==> src/rtl/activation_lookup.sv <==
// Activation-table lookup: shift and clamp a signed weighted sum into an
// offset-binary table address, read the synchronous table, and hand the result downstream.
module activation_lookup #(
    parameter int SUM_WIDTH  = 24,
    parameter int ADDR_WIDTH = 14,
    parameter int DATA_WIDTH = 8,
    parameter int SHIFT      = 6
) (
    input  logic                  clk,
    input  logic                  rst,
    input  logic                  in_valid,
    output logic                  in_ready,
    input  logic [SUM_WIDTH-1:0]  in_sum,
    output logic [ADDR_WIDTH-1:0] rom_addr,
    input  logic [DATA_WIDTH-1:0] rom_q,
    output logic                  out_valid,
    input  logic                  out_ready,
    output logic [DATA_WIDTH-1:0] out_data,
    output logic                  out_sat
);

    typedef enum logic [1:0] {IDLE, ISSUE, WAIT, DONE} state_t;

    state_t                  state_reg, state_next;
    logic [ADDR_WIDTH-1:0]   rom_addr_reg;
    logic [DATA_WIDTH-1:0]   out_data_reg;
    logic                    out_sat_reg;

    logic signed [SUM_WIDTH-1:0]   shifted;
    logic [SUM_WIDTH-ADDR_WIDTH:0] upper;
    logic                          fits;
    logic [ADDR_WIDTH-1:0]         addr_next;
    logic                          sat_next;

    assign shifted = $signed(in_sum) >>> SHIFT;

    // The shifted value fits the table range exactly when every bit above the
    // address sign bit is a copy of it.
    assign upper = shifted[SUM_WIDTH-1:ADDR_WIDTH-1];
    assign fits  = (&upper) | ~(|upper);

    always_comb begin
        addr_next = '0;
        sat_next  = ~fits;
        if (fits) begin
            // Flipping the sign bit turns two's complement into offset binary.
            addr_next = {~shifted[ADDR_WIDTH-1], shifted[ADDR_WIDTH-2:0]};
        end else if (shifted[SUM_WIDTH-1]) begin
            addr_next = '0;
        end else begin
            addr_next = '1;
        end
    end

    always_comb begin
        state_next = state_reg;
        case (state_reg)
            IDLE:    if (in_valid) state_next = ISSUE;
            ISSUE:   state_next = WAIT;
            WAIT:    state_next = DONE;
            DONE:    if (out_ready) state_next = IDLE;
            default: state_next = IDLE;
        endcase
    end

    always_ff @(posedge clk or posedge rst) begin
        if (rst) begin
            state_reg    <= IDLE;
            rom_addr_reg <= '0;
            out_sat_reg  <= 1'b0;
            out_data_reg <= '0;
        end else begin
            state_reg <= state_next;
            if (state_reg == IDLE && in_valid) begin
                rom_addr_reg <= addr_next;
                out_sat_reg  <= sat_next;
            end
            if (state_reg == WAIT) begin
                out_data_reg <= rom_q;
            end
        end
    end

    assign in_ready  = (state_reg == IDLE);
    assign out_valid = (state_reg == DONE);
    assign rom_addr  = rom_addr_reg;
    assign out_data  = out_data_reg;
    assign out_sat   = out_sat_reg;

endmodule

==> config.mk <==
export PLATFORM = sky130hd
export DESIGN_NAME = activation_lookup
export DESIGN_NICKNAME = d
export VERILOG_FILES = /design/src/rtl/activation_lookup.sv
export SDC_FILE = /design/constraint.sdc
export NUM_CORES = 1
export LEC_CHECK = 0
export CORE_MARGIN = 5
export CORE_UTILIZATION = 39
export DETAILED_ROUTE_END_ITERATION = 10
export PLACE_DENSITY = 0.78
export SLEW_MARGIN = 20
export SYNTH_ARGS = -nofsm -noshare
export SYNTH_HDL_FRONTEND = slang
export SYNTH_SLANG_ARGS = --single-unit
==> constraint.sdc <==
create_clock -name clk -period 1.6 [get_ports clk]
set_input_delay 0.16 -clock clk [delete_from_list [all_inputs] [get_ports clk]]
set_output_delay 0.16 -clock clk [all_outputs]
set_load 0.01 [all_outputs]
==> flow_summary.ini <==
[run_status]
status = complete, no violations

[die]
initial_core_util_pct = 40.5
die_h_um = 66.1
die_area_um2 = 4370
fp.dieW_um = 66.1
rows = 20
ios = 61
core_area_um2 = 3030

[setup_path]
arrival_ps = 1320
r2r_cells = 5
path_max_fanout = 5
crit_type = reg -> out
required_ps = 1440
cp-start-kind = register
worstSetupEndpointType = primary output

[global_routing]
busiest_layer = met2
use_met2_pct = 24.7
grt_use_total_pct = 13.5
grt_max_degree = 26
antenna_found_initial = 0
grt_use_met1_pct = 15.8
grt_pass1_wl_um = 4570
grt_pass1_vias = 1000
use_met3_pct = 2.38
overflow = 0

[clock_network]
clk_path_buf_depth = 2
cts_sinks = 25
cts_setup_buffers = 0
cts_buffers = 3
insertion_delay_ps = 310
cts_hold_buf = 0
root_buffer = clkbuf_4
htreeDepth = 1
cts_tree = built
clk_pin_slew_ps = 130

[pwr]
p_total_mw = 3.06
ir_drop_mv = 0.787
power.density_nw_per_um2 = 1670
power.leakage_nw = 0.760

[route]
vias = 920
drtAntennaViolNets = 0
wl_um = 2830
post-route-drc-count = 0
dr.pass1.iters = 4
wl_per_cell_um = 14.9
drt_iter0_drc = 14
via_per_inst = 4.84

[yosys]
netlist_top_cells_area = dfrtp_1 51%, a21o_2 9.3%, o221a_1 9.2%
postSynthRegisterBits = 25
ys_seq_area_share_pct = 51.0
postSynthCellCount = 89
synth_area_leader_cell = dfrtp_1
syn_nets = 129
synth_cell_types = 24
avgSynthCellArea_um2 = 13.8
syn-cell-area_um2 = 1230
netlist.area_leader.share_pct = 51.0
yosys_warnings = 0

[placement]
dp_hpwl_um = 2230
port_buffers = 54
place_congestion = 0.732

[layout]
num_antenna_cells = 0
largest_register_ffs = 14
num-nets-final = 187
syn_to_final_growth_pct = 49.1
drive_gt1_share_pct = 27.4

[timing]
finalHoldViolations = 0
clock-skew-final_ps = 1.80
tightest_slew_ps = 365
setup-tns-final_ps = 0
slew_viol_final = 0
relSlewSlack_pct = 75.7
finalSetupViolations = 0
timing.fmax_ghz = 0.676
period_share_pct = 92.5
period_needed_ps = 1480
rsz0062_at_grt = no

[job]
cap_violations = 0

[min_path]
min_path_type = in -> async
critical path, cell delays in order (launching register included):
cell and delay, ps:
dfrtp_1 430, inv_1 90, ha_2 210, dlygate4sd2_1 280
metal layers:
metal | share of wire [%] | vias up
met2 | 50 | 30
met1 | 44 | 437
met5 | 0 | -
met4 | 0.67 | 0
li1 | - | 451
met3 | 5.2 | 2
cells in the mapped netlist:
library cell and count:
buf_6 2, a211o_1 1, buf_12 1, a21o_2 13
o22ai_1 1, nor2_2 1, dfrtp_1 25, o221a_2 3
and4_1 1, ha_1 4, inv_1 5, o221a_1 10
and2_1 1, mux2i_1 1, nor4_4 1, nor2_1 1
buf_2 3, mux2_2 9, nor3_1 1, o21a_1 1
nand2_2 1, clkbuf_8 1, nand3_1 1, nand2_1 1
where the power goes:
group          internal, mW  leakage [nW]  switching (mW)
Clock                0.0972        0.0150           0.179
Sequential            0.952         0.283           0.176
Combinational          1.04         0.463           0.608
timing repair:
| item | in CTS | in global routing |
|---|---|---|
| pin swaps | 0 | 0 |
| endpoints found under the setup margin | 11 | 15 |
| resized for setup | 3 | 3 |
layout by cell type (no fill, tap or decap), types with 2 or more instances in the layout:
cell,instances
buf_4,6
o221a_2,3
o221a_1,10
a21o_2,13
dfrtp_1,25
clkbuf_4,3
ha_1,3
inv_1,4
mux2_2,9
dlygate4sd2_1,2
clkdlybuf4s50_1,52
cell families (layout without fill, tap and decap cells):
| group | after synthesis | after routing | share of synthesized area [%] |
|---|---|---|---|
| AO/OA/AOI/OAI | 29 | 29 | 23.1 |
| adder cells (fa/ha/maj) | 4 | 4 | 4.08 |
| buffers and inverters | 12 | 69 | 7.35 |
| flip-flops | 25 | 25 | 51.0 |
| multiplexers | 10 | 10 | 9.08 |
| AND/OR/NAND/NOR | 9 | 9 | 5.41 |
path summary, 6_finish.rpt:
| kind | startpoint | to | slack (ps) |
|---|---|---|---|
| worst max-delay path | state_reg[1] | in_ready | 120 |
| worst min-delay path | rst | out_data[1] | 190 |
| worst max register to register | state_reg[1] | state_reg[1] | 130 |
| worst min register to register | out_sat | out_sat | 510 |
| max in group asynchronous | rst | rom_addr[13] | 1170 |
| min in group clk | rom_q[5] | out_data[5] | 460 |
cell type report:
| type | count | area (um2) |
|---|---|---|
| sequential | 25 | 626 |
| timing repair buffer | 60 | 583 |
| fill | 246 | 1200 |
| clock buffer | 4 | 26.3 |
| inverter | 5 | 18.8 |
| tap | 44 | 55.1 |
| multi-input combinational | 52 | 519 |
stage by stage:
| step | setup WS, ps | cells | utilization (%) | hold WS, ps | instance area [um2] |
|---|---|---|---|---|---|
| CTS | 19.0 | 190 | 60.2 | 193 | 1820 |
| global placement | 38.1 | 186 | 59.3 | 486 | 1800 |
| detailed placement | -10.2 | 186 | 59.3 | 486 | 1800 |
| global route | 32.7 | 190 | 60.4 | 215 | 1830 |
| finish | 120 | 190 | 60.4 | 193 | 1830 |
| floorplan | 54.9 | 89 | - | 187 | 1230 |
(Power assumes the default switching activity.)
